===== src/rtl/keypad_pkg.sv =====
// keypad_pkg: scanner state type, reset column pattern and key-code map
package keypad_pkg;

    typedef enum logic [1:0] {SCAN, DEBOUNCE, HELD, RELEASE} scan_state_t;

    localparam logic [3:0] COL_RESET = 4'b1110;

    // Nibble {row,col} of this table is the key code printed on that button
    localparam logic [63:0] KEY_TABLE = 64'hDF0E_C987_B654_A321;

    function automatic logic [3:0] keymap(input logic [1:0] row_idx, input logic [1:0] col_idx);
        return KEY_TABLE[{row_idx, col_idx, 2'b00} +: 4];
    endfunction

endpackage


===== src/rtl/sync.sv =====
// sync: two-flop synchronizer for asynchronous input lines
module sync #(
    parameter int W = 4
) (
    input  logic         clk,
    input  logic [W-1:0] d,
    output logic [W-1:0] q
);

    logic [W-1:0] meta;

    // Two register stages, no reset, so a metastable first stage settles before use
    always_ff @(posedge clk) begin
        meta <= d;
        q    <= meta;
    end

endmodule


===== src/rtl/keypad_scan_ctrl.sv =====
// keypad_scan_ctrl: 4x4 keypad scanner with press/release debounce; GHOST_REJECT_EN rejects multi-row presses
module keypad_scan_ctrl
    import keypad_pkg::*;
#(
    parameter int SCAN_CYCLES = 4,
    parameter int DB_CYCLES   = 8
) (
    input  logic       clk,
    input  logic       reset,
    input  logic [3:0] rows,
    output logic [3:0] cols,
    output logic [3:0] key,
    output logic       key_valid
);

    localparam int CW = $clog2(SCAN_CYCLES > DB_CYCLES ? SCAN_CYCLES : DB_CYCLES);
    localparam logic [CW-1:0] SCAN_LAST = CW'(SCAN_CYCLES - 1);
    localparam logic [CW-1:0] DB_LAST   = CW'(DB_CYCLES - 1);

    scan_state_t   state, state_n;
    logic [1:0]    col, col_n, row, row_n, first_low;
    logic [CW-1:0] cnt, cnt_n;
    logic [3:0]    rows_s, low, key_n;
    logic          key_valid_n, row_low, press, abort;

    sync #(.W(4)) u_sync (.clk(clk), .d(rows), .q(rows_s));

    assign low       = ~rows_s;
    assign row_low   = low[row];
    assign first_low = low[0] ? 2'd0 : low[1] ? 2'd1 : low[2] ? 2'd2 : 2'd3;
    assign cols      = ~(~COL_RESET << col);

`ifdef GHOST_REJECT_EN
    assign press = |low && !(|(low & (low - 4'd1)));
    assign abort = |(low & ~(4'b0001 << row));
`else
    assign press = |low;
    assign abort = 1'b0;
`endif

    // Next-state logic: scan dwell, press debounce, hold, release debounce
    always_comb begin
        state_n     = state;
        col_n       = col;
        row_n       = row;
        cnt_n       = cnt;
        key_n       = key;
        key_valid_n = 1'b0;
        case (state)
            SCAN: begin
                cnt_n = (cnt == SCAN_LAST) ? '0 : cnt + 1'b1;
                if (cnt == SCAN_LAST && press) begin
                    state_n = DEBOUNCE;
                    row_n   = first_low;
                end else if (cnt == SCAN_LAST) begin
                    col_n = col + 1'b1;
                end
            end
            DEBOUNCE: begin
                if (!row_low || abort) begin
                    state_n = SCAN;
                    col_n   = col + 1'b1;
                    cnt_n   = '0;
                end else if (cnt == DB_LAST) begin
                    state_n     = HELD;
                    key_n       = keymap(row, col);
                    key_valid_n = 1'b1;
                    cnt_n       = '0;
                end else begin
                    cnt_n = cnt + 1'b1;
                end
            end
            HELD: begin
                if (!row_low) begin
                    state_n = RELEASE;
                    cnt_n   = '0;
                end
            end
            RELEASE: begin
                if (row_low) begin
                    state_n = HELD;
                    cnt_n   = '0;
                end else if (cnt == DB_LAST) begin
                    state_n = SCAN;
                    col_n   = col + 1'b1;
                    cnt_n   = '0;
                end else begin
                    cnt_n = cnt + 1'b1;
                end
            end
            default: state_n = SCAN;
        endcase
    end

    // State register; reset drops any pending strobe
    always_ff @(posedge clk) begin
        if (reset) begin
            state     <= SCAN;
            col       <= 2'd0;
            row       <= 2'd0;
            cnt       <= '0;
            key       <= 4'h0;
            key_valid <= 1'b0;
        end else begin
            state     <= state_n;
            col       <= col_n;
            row       <= row_n;
            cnt       <= cnt_n;
            key       <= key_n;
            key_valid <= key_valid_n;
        end
    end

endmodule

===== config.mk =====
export PLATFORM = sky130hd
export DESIGN_NAME = keypad_scan_ctrl
export DESIGN_NICKNAME = d
export VERILOG_FILES = /design/src/rtl/keypad_pkg.sv /design/src/rtl/sync.sv /design/src/rtl/keypad_scan_ctrl.sv
export SDC_FILE = /design/constraint.sdc
export NUM_CORES = 1
export LEC_CHECK = 0
export BUFFER_PORTS_ARGS = -buffer_cell sky130_fd_sc_hd__buf_2
export CAP_MARGIN = 20
export CORE_ASPECT_RATIO = 0.9
export CORE_MARGIN = 2
export CORE_UTILIZATION = 55
export CTS_BUF_LIST = sky130_fd_sc_hd__clkbuf_16
export DETAILED_ROUTE_END_ITERATION = 6
export HOLD_SLACK_MARGIN = 0.06
export PLACE_DENSITY = 0.77
export SETUP_SLACK_MARGIN = 0.4
export SLEW_MARGIN = 20
export SYNTH_ARGS = -nofsm -noshare
export SYNTH_HDL_FRONTEND = slang
export SYNTH_SLANG_ARGS = --single-unit

===== constraint.sdc =====
create_clock -name clk -period 1.85 [get_ports clk]
set_input_delay 0.37 -clock clk [delete_from_list [all_inputs] [get_ports clk]]
set_output_delay 0.37 -clock clk [all_outputs]
set_load 0.01 [all_outputs]

======== Word-level counts from Yosys, hierarchy flattened ========
Index checks and enable logic that the tools add are counted.
W data, S select, Z words.
operators by class
  order comparisons ....................... 1
  bitwise gates (word level) .............. 4
  mux-type cells .......................... 25
  add/sub/neg operators ................... 2
  shift operators ......................... 2
  equal/unequal tests ..................... 14
  reductions and logical operators ........ 9
operators with widths
  cell                       number
  $shiftx A64 B7 Y4 const A  1
  $mux W2                    13
  $mux W3                    5
  $ne A2 B2 Y1 const B       7
  $pmux W3 S4                1
  $not A4 Y4                 2
  $pmux W2 S4                1
  $ne A3 B3 Y1 const B       2
  $pmux W2 S3                1
  $reduce_and A6 Y1          1
  $eq A2 B2 Y1 const B       2
  $reduce_and A4 Y1          1
  $reduce_or A4 Y1           1
  $shl A1 B2 Y4 const A      1
  $add A3 B1 Y3 const B      1
  $eq A3 B2 Y1 const B       1
  $eq A3 B3 Y1 const B       1
  $lt A2 B3 Y1 const B       1
  $mux W1                    3
  $reduce_and A3 Y1          1
  $reduce_bool A3 Y1         1
  $reduce_or A3 Y1           1
  $add A2 B1 Y2 const B      1
  $bmux W1 S2                1
  other kinds (5)            6
storage, ports and cells
  word-level logic and storage cells ...... 65
  input port bits ......................... 6
  bits in registers ....................... 22

======== Longest topological paths before layout ========
Gate-level depths: netlist of the first run.
  depth after elaboration ................. 5
  mapped depth ............................ 6

======== Hierarchy ========
Synthesis of the first run repeated with hierarchy kept, for this count alone.
second synthesis, totals
  cells, all modules ...................... 118
  area, all modules ....................... 1117.3 um^2
modules (own cells, without submodules)
  module            seq. area each (um^2)  cells an instance  times used  area each (um^2)
  keypad_scan_ctrl  280.3                  110                1           957.2
  sync              160.2                  8                  1           160.2

======== Worst setup path after synthesis of the first run ========
Ideal clock, no wire load.
  kind .................................... reg2reg
  start ................................... reg row[0]
  end ..................................... reg col[0]
  cell stages (with the launch flop) ...... 5
  setup slack ............................. 0.203 ns
  clock period less this slack ............ 1.647 ns
  setup time .............................. 0.121 ns
  buffers on the path ..................... 0
  data arrival time ....................... 1.526 ns
  path through ............................ dfxtp_1 mux4_2 o211a_1 a21oi_2 mux2_2
between the ends
  longest elaborated chain between the ends .. 4
ends and longest elaborated chain
  element                            RTL line                 RTL
  start, declared                    keypad_scan_ctrl.sv:21   logic [1:0] col, col_n, row, row_n, first_low;
  start signal, assigned             keypad_scan_ctrl.sv:107  row <= row_n;
  $bmux W1 S2 (*)                    keypad_scan_ctrl.sv:29   assign row_low = low[row];
  $mux W1 (implied by the code) (*)  keypad_scan_ctrl.sv:29
  $ne A2 B2 Y1 (no line)             n/a
  $reduce_and A6 Y1 (no line) (*)    n/a
  end signal, assigned               keypad_scan_ctrl.sv:106  col <= col_n;
  end, declared                      keypad_scan_ctrl.sv:21
Every way passes the cells marked *; elsewhere a longest branch is shown, timed or not. The select of a mux whose other input is x is not followed.
A chain may end at the register's enable or synchronous reset.

======== Worst setup path after layout of the first run ========
  start ................................... reg row[0]
  end ..................................... reg cnt[1]
between the ends
  longest elaborated chain between the ends .. 4
ends and longest elaborated chain
  element                            RTL line                                        RTL
  $bmux W1 S2 (*)                    keypad_scan_ctrl.sv:29
  $mux W1 (implied by the code) (*)  keypad_scan_ctrl.sv:29
  $mux W3 (on tied branches)         keypad_scan_ctrl.sv:80, keypad_scan_ctrl.sv:60
  $pmux W3 S4                        keypad_scan_ctrl.sv:49                          case (state)
  end signal, assigned               keypad_scan_ctrl.sv:108                         cnt <= cnt_n;
  end, declared                      keypad_scan_ctrl.sv:22                          logic [CW-1:0] cnt, cnt_n;
Marks and branches as above.

==> impl_metrics.yaml, run 1 <==
outcome:
  status: "complete, no violations"
cells_and_area:
  final_core_util: 0.7562
  final_nets: 160
  area_delta_synth_final_pct: 31.03
  layout-drive-gt1-share: 0.3873
  n_antenna_cell: 0
die:
  fp.dieArea_sq_um: 2384
  die_h_um: 46.52
  ios: 15
  core_area_sq_um: 1914
  num_rows: 15
  initial_core_util: 0.5771
  die_x_um: 51.25
route:
  drtIter0Drc: 21
  antenna_left: 0
  dr.pass1.iters: 4
  drt-total-wl_mm: 2.479
  vias: 932
  wl_per_cell_um: 14.84
  drc_errors: 0
  via_per_inst: 5.581
timing:
  max_freq_ghz: 0.6019
  hold_viol_final: 0
  period_needed_ns: 1.661
  drv_slew: 0
  slew-limit-headroom: 0.7831
  rsz0062_at_grt: "true"
  period_share: 0.8981
  skew_ns: 0.003387
  worst_pin_slew_ns: 0.3253
  tns_ns: 0
  setup_viol: 0
worst_setup_path:
  worst_setup_path_end_kind: "flop"
  path_class: "reg -> reg"
  r2r_setup_slack_ns: 0.19
  rr_worst_depth: 5
  start_kind: "flop"
  cp.arrival_ns: 1.78
  timing.rr.end: "cnt[1]"
  critPathMaxFanout: 8
  rr_startpoint: "row[0]"
  critPathRequiredTime_ns: 1.97
clock_tree:
  cts_sinks: 22
  clk_latency_ns: 0.25
  cts-htree-levels: 1
  cts_tree: "done"
  cts_hold_buf: 0
  cts-root-buf: "clkbuf_16"
  clock_path_buffers: 2
  clkTransAtPathRegs_ns: 0.06
  cts_buffers: 3
grt:
  grt_max_degree: 17
  use_met3: 0.06169
  antenna_found_initial: 0
  grt_pass1_vias: 807
  grt_remaining_overflow: 0
  use_met1: 0.2601
  grt.total_usage: 0.2160
  grt_use_met2: 0.3714
  grt_pass1_wl_mm: 3.677
  grt_busiest_layer: "met2"
yosys:
  synth.ff_latch_count: 22
  ys_seq_area_frac: 0.3986
  yosys_warnings: 0
  synth-edff-count: 0
  synthesis.nets: 137
  synth.largest_area_cell: "dfxtp_1"
  synth_mux_area_frac: 0.06682
  syn_inst: 120
  synthesis.area_sq_um: 1105
  avgSynthCellArea_sq_um: 9.207
  synth_common_cells: "dfxtp_1, a21oi_1, ha_1"
  synth.distinct_cells: 28
  synth_top_family_by_area: "simple AND/OR/NAND/NOR gates"
  synth-simple-area-share: 0.1891
  synth-compound-area-share: 0.1574
  async_flop_share: 0
  ys_top_cells_by_area: "dfxtp_1, ha_1, a21oi_1, nand2b_1, mux2i_1"
  synth_most_common_cell: "dfxtp_1"
  synth_top_area_frac: 0.3986
  synth_xor_area_frac: 0
  synthAdderAreaFrac: 0.1246
  ys.flop_type: "dfxtp_1"
hold_path:
  holdCritStartpoint: "rows[0]"
  hp-class: "in -> reg"
  hold_depth: 1
  hold_end: "u_sync.meta[0]"
run:
  cap_violations: 0
power_and_ir_drop:
  cellPowerDensity_nw_per_um2: 794.5
  p_total_mw: 1.150
  leakagePower_nw: 0.5898
  vdd_drop_max_mv: 0.9891
placed_design:
  port-buffer-count: 14
  dp_hpwl_mm: 1.510
  place_congestion: 0.8691
worst max-delay path by stage:
stage,from,endpoint
2_1_floorplan,row[0],col[0]
3_3_place_gp,row[0],col[0]
3_5_place_dp,row[0],cnt[2]
4_1_cts,row[0],col[0]
5_1_grt,row[0],cnt[1]
6_report,row[0],cnt[1]
cells in the final DEF, fill, tap and decap left out, drive strengths merged:
master,instances
a211oi,5
a21oi,12
a311oi,1
and4,1
and4b,1
buf,24
clkbuf,3
clkinv,1
dfxtp,22
ha,11
inv,10
mux2,1
mux2i,4
mux4,1
nand2,6
nand2b,8
nand3,4
nor2,8
nor3,4
nor3b,4
nor4,1
o211a,1
o211ai,1
o21ai,6
o22ai,2
routing by layer:
layer | vias to the layer above | part of all wire
met5 | - | 0
met4 | 0 | 0.023
met3 | 6 | 0.043
met2 | 31 | 0.48
met1 | 429 | 0.46
li1 | 466 | -
critical path, cell delays in order, from the launching register on:
cell	delay [ns]
dfxtp_2	0.33
mux4_2	0.58
buf_4	0.22
and4b_1	0.19
o21ai_1	0.14
a21oi_1	0.07
state kept, by name (all words and copies together), names as in the netlist, named ones only:
register / count
state: 1
u_sync.meta: 4
row: 2
cnt: 3
key_valid: 1
col: 2
u_sync.q: 4
key: 4
area by class of cell:
type	instances	area, sq um
Clock buffer	3	75.07
Fill cell	138	466.7
Timing Repair Buffer	24	148.9
Inverter	10	40.04
Sequential cell	22	454.2
Multi-Input combinational cell	82	694.4
Tap cell	25	31.28
Clock inverter	1	3.754
metrics by stage:
stage               worst slack [ns]  instances  hold WS [ns]  area, sq um
CTS                           0.2045        165        0.2165         1365
detailed placement            0.1614        159        0.3143         1246
finish                        0.1885        167        0.2203         1448
global route                  0.1331        167        0.2104         1448
global placement              0.2071        159        0.3099         1246
floorplan                     0.2577        120        0.3096         1132
report_power, final:
group / internal, mW / leakage [nW] / switching, mW
Sequential: 0.501 / 0.184 / 0.0252
Combinational: 0.0885 / 0.367 / 0.0958
Clock: 0.288 / 0.0385 / 0.153
Total: 0.876 / 0.590 / 0.274
cells by family after synthesis:
| group | after synthesis |
|---|---|
| AOI/OAI and AO/OA | 28 |
| buffers and inverters | 16 |
| muxes | 6 |
| and+or+nand+nor | 37 |
| DFF | 22 |
| adders and majority gates | 11 |
what timing repair did:
action	CTS	global route
setup buffers	2	2
setup endpoints to repair	15	16
pin swaps	4	1
gates resized for setup	8	18
Note: power is estimated with default switching activity, not from simulation.
==> run 2: changes to the inputs <==
--- a/config.mk
+++ b/config.mk
@@ -5,11 +5,12 @@
 export SDC_FILE = /design/constraint.sdc
 export NUM_CORES = 1
 export LEC_CHECK = 0
+export ABC_AREA = 1
 export BUFFER_PORTS_ARGS = -buffer_cell sky130_fd_sc_hd__buf_2
 export CAP_MARGIN = 20
 export CORE_ASPECT_RATIO = 0.9
 export CORE_MARGIN = 2
-export CORE_UTILIZATION = 55
+export CORE_UTILIZATION = 56
 export CTS_BUF_LIST = sky130_fd_sc_hd__clkbuf_16
 export DETAILED_ROUTE_END_ITERATION = 6
 export HOLD_SLACK_MARGIN = 0.06
==> run 2 against run 1 <==
Utilization up 2.0 points. Die area up 6.5%. Clock power up 36%. Maximum frequency up 15%. Sequential share of layout area down 1.3 points. Critical endpoint is now cols[1].
==> impl_metrics.yaml, run 2 <==
power_and_ir_drop:
  clockPowerShare: 0.290
  pwr-share-comb: 0.389
  seqPwrFrac: 0.321
  swShare: 0.3646
  p_sw_mw: 0.7506
  vdd_drop_max_mv: 0.9824
  cellPowerDensity_nw_per_um2: 1346
  leakagePower_nw: 0.6784
  p_int_mw: 1.308
yosys:
  synth_top_area_frac: 0.3655
  async_flop_share: 0
  synth_top_family_by_area: "simple AND/OR/NAND/NOR gates"
  synth_common_cells: "dfxtp_1, inv_1, nand2_1"
  synth.largest_area_cell: "dfxtp_1"
  yosys_warnings: 0
  synth-edff-count: 0
  synthesis.nets: 163
  synthesis.area_sq_um: 1205
  ys_top_cells_by_area: "dfxtp_1, ha_1, inv_1, o21ai_0, nand2_1"
  synth.ff_latch_count: 22
  avgSynthCellArea_sq_um: 8.253
  syn_inst: 146
  synthAdderAreaFrac: 0.1142
  synth_xor_area_frac: 0
  ys.flop_type: "dfxtp_1"
  synth-simple-area-share: 0.2721
  synth.distinct_cells: 28
  synth_mux_area_frac: 0
  synth_most_common_cell: "dfxtp_1"
  ys_seq_area_frac: 0.3655
  synth-compound-area-share: 0.1610
die:
  num_rows: 15
  ios: 15
  initial_core_util: 0.6114
  fp.dieArea_sq_um: 2539
  die_h_um: 48.01
  die_x_um: 52.90
  core_area_sq_um: 1971
worst_setup_path:
  path_class: "reg -> out"
  cp.arrival_ns: 1.07
  critPathRequiredTime_ns: 1.48
  rr_startpoint: "cnt[0]"
  start_kind: "flop"
  worst_setup_path_end_kind: "output port"
  critPathMaxFanout: 5
  rr_worst_depth: 9
  r2r_setup_slack_ns: 0.46
timing:
  period_share: 0.7776
  slew-limit-headroom: 0.7676
  drv_slew: 0
  tns_ns: 0
  hold_viol_final: 0
  period_needed_ns: 1.439
  hold_ws_ns: 0.2146
  max_freq_ghz: 0.6951
  setup_viol: 0
  skew_ns: 0.003654
  rsz0062_at_grt: "false"
  worst_pin_slew_ns: 0.3483
hold_path:
  hold_end: "u_sync.meta[1]"
  hp-class: "in -> reg"
  hold_depth: 1
  holdCritStartpoint: "rows[1]"
route:
  drtIter0Drc: 24
  drc_errors: 0
  wl_per_cell_um: 15.53
  vias: 1052
  antenna_left: 0
  drt-total-wl_mm: 2.951
  dr.pass1.iters: 6
  via_per_inst: 5.537
run:
  cap_violations: 0
cells_and_area:
  area_delta_synth_final_pct: 26.90
  reg_top3: "key: 4 flops, u_sync.meta: 4 flops, u_sync.q: 4 flops"
  final_core_util: 0.7759
  fillers: 143
  mostFrequentLayoutCells: "nand2_1, dfxtp_1, nor2_1"
  final_nets: 183
  final_cell_area_sq_um: 1529
  n_antenna_cell: 0
  layout-drive-gt1-share: 0.4061
placed_design:
  dpl_cell_area_sq_um: 1295
  dp_hpwl_mm: 1.752
  port-buffer-count: 14
  place_congestion: 0.9116
clock_tree:
  cts_sinks: 22
  clkTransAtPathRegs_ns: 0.06
  cts_buffers: 3
  cts_tree: "done"
  clk_latency_ns: 0.26
  clock_path_buffers: 2
  cts-root-buf: "clkbuf_16"
  cts-htree-levels: 1
grt:
  grt.total_usage: 0.2208
  grt_pass1_vias: 902
  grt_remaining_overflow: 0
  grt_pass1_wl_mm: 3.960
  antenna_found_initial: 0
  grt_max_degree: 14
outcome:
  status: "complete, no violations"
-- run 2: changes by cell type after synthesis, moves of 4 or more --
cell and delta:
nand3_1 +4, nor3b_1 -4, o21ai_0 +8, mux2i_1 -4, a211oi_1 -4, inv_1 +8, a21oi_1 -6, inv_2 +4
nand2_4 +5, nand2_1 +10, o21ai_1 +7, nor2_1 +6, nand2b_1 -8
-- run 2: logic make-up after synthesis --
family | Yosys count
AO/OA/AOI/OAI | 33
flip-flops | 22
AND/OR/NAND/NOR | 56
buffers and inverters | 24
adder cells (fa/ha/maj) | 11
-- run 2: power groups by stage --
stage | registers (mW) | clock network, mW | logic (mW)
after floorplan | 0.596 | 0 | 0.506
after CTS | 0.644 | 0.604 | 0.645
after global routing | 0.673 | 0.632 | 0.857
final | 0.661 | 0.598 | 0.800
after global placement | 0.622 | 0 | 0.604
after detailed placement | 0.626 | 0 | 0.619
-- run 2: cell type report --
| cell class | count | area, sq um | share of cell area |
|---|---|---|---|
| clock inverter | 1 | 30.03 | 0.01964 |
| sequential | 22 | 459.2 | 0.3003 |
| tap | 25 | 31.28 | 0.02046 |
| inverter | 23 | 98.84 | 0.06465 |
| clock buffer | 3 | 75.07 | 0.04910 |
| timing repair buffer | 16 | 103.9 | 0.06792 |
| multi-input combinational | 100 | 730.7 | 0.4779 |
-- run 2: worst max-delay path by stage --
stage / slack, ns / startpoint / to / depth (start not counted)
6_report: 0.41 / col[1] / cols[1] / 4
5_1_grt: 0.33 / flop / flop / 8
4_1_cts: 0.38 / col[0] / cols[0] / 4
3_5_place_dp: 0.29 / cnt[0] / col[1] / 7
3_3_place_gp: 0.37 / cnt[0] / col[0] / 7
2_1_floorplan: 0.46 / cnt[0] / col[0] / 8
-- run 2: worst max-delay path: stages, from the launching register on --
cell	delay (ns)
dfxtp_4	0.38
inv_4	0.05
ha_2	0.17
inv_1	0.07
buf_2	0.14
-- run 2: timing repair --
action                                  in CTS  in global routing
hold buffers                                 0                  0
gates resized for setup                     13                 23
endpoints found under the setup margin      14                 11
setup buffers                                0                  2
pin swaps                                    1                  3
-- run 2: per-stage QoR --
| step | setup slack (ns) | std cells | power (mW) |
|---|---|---|---|
| floorplan | 0.4577 | 146 | 1.102 |
| global placement | 0.3684 | 184 | 1.226 |
| detailed placement | 0.2884 | 184 | 1.244 |
| CTS | 0.3776 | 188 | 1.893 |
| global route | 0.3313 | 190 | 2.162 |
| finish | 0.4114 | 190 | 2.058 |
-- run 2: layer usage --
layer  up-vias  wire length [um]  GRT usage
li1        520                 -          -
met1       489              1237     0.2846
met2        39              1516     0.3525
met3         4               160    0.07188
met4         0                36    0.07692
met5         -                 0          0
==> run 3: changes to the inputs <==
==> constraint.sdc (replaced) <==
create_clock -name clk -period 1.41 [get_ports clk]
set_input_delay 0.282 -clock clk [delete_from_list [all_inputs] [get_ports clk]]
set_output_delay 0.282 -clock clk [all_outputs]
set_load 0.01 [all_outputs]
==> run 3 against run 2 <==
The run now ends with design-rule violations, negative setup slack left. Largest cell class unchanged. Clock skew grew 0.0012 ns. Sequential power grew 34%. Wire length grew 57%. Cell count grew 9.5%. Utilization grew 18 points. Via count grew 23%. Non-clock buffer count grew 18. Cell area grew 24%. Critical path type is now reg -> reg. Count of clock-buffer cells in the layout is the same. Clock power grew 2%.
==> impl_metrics.yaml, run 3 (synthesized netlist as in run 2, its figures left out) <==
route:
  wl_per_cell_um: 22.28
  vias: 1298
  drt-total-wl_mm: 4.634
  via_per_inst: 6.240
  m1WireLength_mm: 1.724
  dr.max_layer_used: "met4"
  wl_met3_um: 482
  route.met2.wl_mm: 2.208
  antenna_left: 0
  drtIter0Drc: 82
  dr.pass1.iters: 7
  drc_errors: 2
power_and_ir_drop:
  cellPowerDensity_nw_per_um2: 1730
  vdd_drop_max_mv: 1.351
  p_total_mw: 3.269
  leakagePower_nw: 0.7834
die:
  initial_core_util: 0.6114
  die_x_um: 52.90
  die_h_um: 48.01
  num_rows: 15
  core_area_sq_um: 1971
  fp.dieArea_sq_um: 2539
  ios: 15
hold_path:
  hp-class: "in -> reg"
worst_setup_path:
  path_class: "reg -> reg"
  cp.arrival_ns: 1.63
  critPathMaxFanout: 4
  critPathRequiredTime_ns: 1.59
  worst_setup_path_end_kind: "flop"
  start_kind: "flop"
clock_tree:
  clk_latency_ns: 0.26
  cts-htree-levels: 1
  cts_tree: "done"
  cts_sinks: 22
  clkTransAtPathRegs_ns: 0.06
  clock_path_buffers: 2
  cts-root-buf: "clkbuf_16"
  cts_buffers: 3
  cts_hold_buf: 0
cells_and_area:
  area_delta_synth_final_pct: 56.80
  final_nets: 201
  n_antenna_cell: 0
  layout_commonest_cell: "buf_4"
  final_cell_area_sq_um: 1889
  layout-drive-gt1-share: 0.6175
  mostFrequentLayoutCells: "buf_4, nand2_1, inv_1, nor2_1, dfxtp_1"
  reg_top3: "key: 4 flops, u_sync.meta: 4 flops, u_sync.q: 4 flops"
  final_core_util: 0.9587
run:
  cap_violations: 0
timing:
  period_needed_ns: 1.452
  period_share: 1.030
  worst_pin_slew_ns: 0.4374
  hold_viol_final: 0
  skew_ns: 0.004893
  drv_slew: 0
  rsz0062_at_grt: "true"
  slew-limit-headroom: 0.7081
  setup_viol: 5
  tns_ns: -0.1341
  max_freq_ghz: 0.6889
  setup_ws_ns: -0.04169
grt:
  grt_max_degree: 13
  grt.total_usage: 0.3003
  grt_remaining_overflow: 0
  antenna_found_initial: 0
  grt_pass1_wl_mm: 5.326
  grt_pass1_vias: 1111
outcome:
  violations: "design-rule violations, negative setup slack"
  status: "finished, violations left"
placed_design:
  dp_hpwl_mm: 1.790
  port-buffer-count: 14
  dpl_cell_area_sq_um: 1386
  place_congestion: 0.9022
-- run 3: changes by cell type in the layout (fill, tap and decap cells not counted), sizes merged --
| cell | change |
|---|---|
| clkinv | +1 |
| buf | +18 |
| bufinv | -1 |
-- run 3: path summary, 6_finish.rpt --
path	start	to	slack [ns]	cells after the start
setup reg to reg	state[0]	flop	-0.04	9
hold reg to reg	u_sync.meta[0]	u_sync.q[0]	0.33	0
setup / recovery	state[0]	flop	-0.04	9
hold / removal	rows[0]	u_sync.meta[0]	0.13	1
-- run 3: critical path, cell delays in order (launching register included) --
cell     delay [ns]
dfxtp_2        0.40
inv_2          0.06
buf_4          0.16
nor2_4         0.21
nand3_2        0.12
nand2_2        0.10
nor2_1         0.05
nand3_1        0.07
nand2_1        0.06
nor2_1         0.14
-- run 3: stage by stage --
| step | worst slack [ns] | hold slack (ns) | cells |
|---|---|---|---|
| CTS | 0.05615 | 0.1273 | 200 |
| finish | -0.04169 | 0.1290 | 208 |
| global placement | 0.04608 | 0.3145 | 188 |
| detailed placement | 0.02141 | 0.3171 | 188 |
| floorplan | 0.1496 | 0.3096 | 146 |
| global route | -0.05678 | 0.1231 | 208 |
-- run 3: layer usage --
| metal | vias up | track usage |
|---|---|---|
| met5 | - | 0 |
| met4 | 0 | 0.1128 |
| met3 | 28 | 0.07813 |
| met2 | 89 | 0.5350 |
| met1 | 625 | 0.3535 |
| li1 | 556 | - |
-- run 3: power breakdown --
| group | internal, mW | total, mW | switching, mW |
|---|---|---|---|
| clock network | 0.379 | 0.610 | 0.231 |
| registers | 0.732 | 0.885 | 0.153 |
| logic | 0.772 | 1.77 | 1.00 |
| total | 1.88 | 3.27 | 1.39 |
-- run 3: layout make-up --
class	instances	area [sq um]
inverter	23	108.9
clock inverter	1	3.754
clock buffer	3	75.07
tap	25	31.28
fill	50	81.33
multi-input combinational	100	923.4
timing repair buffer	34	284.0
sequential	22	462.9
-- run 3: repair_timing --
item | CTS | global route
buffers inserted | 8 | 8
pin swaps | 18 | 14
endpoints found under the setup margin | 21 | 22
resized for setup | 37 | 37
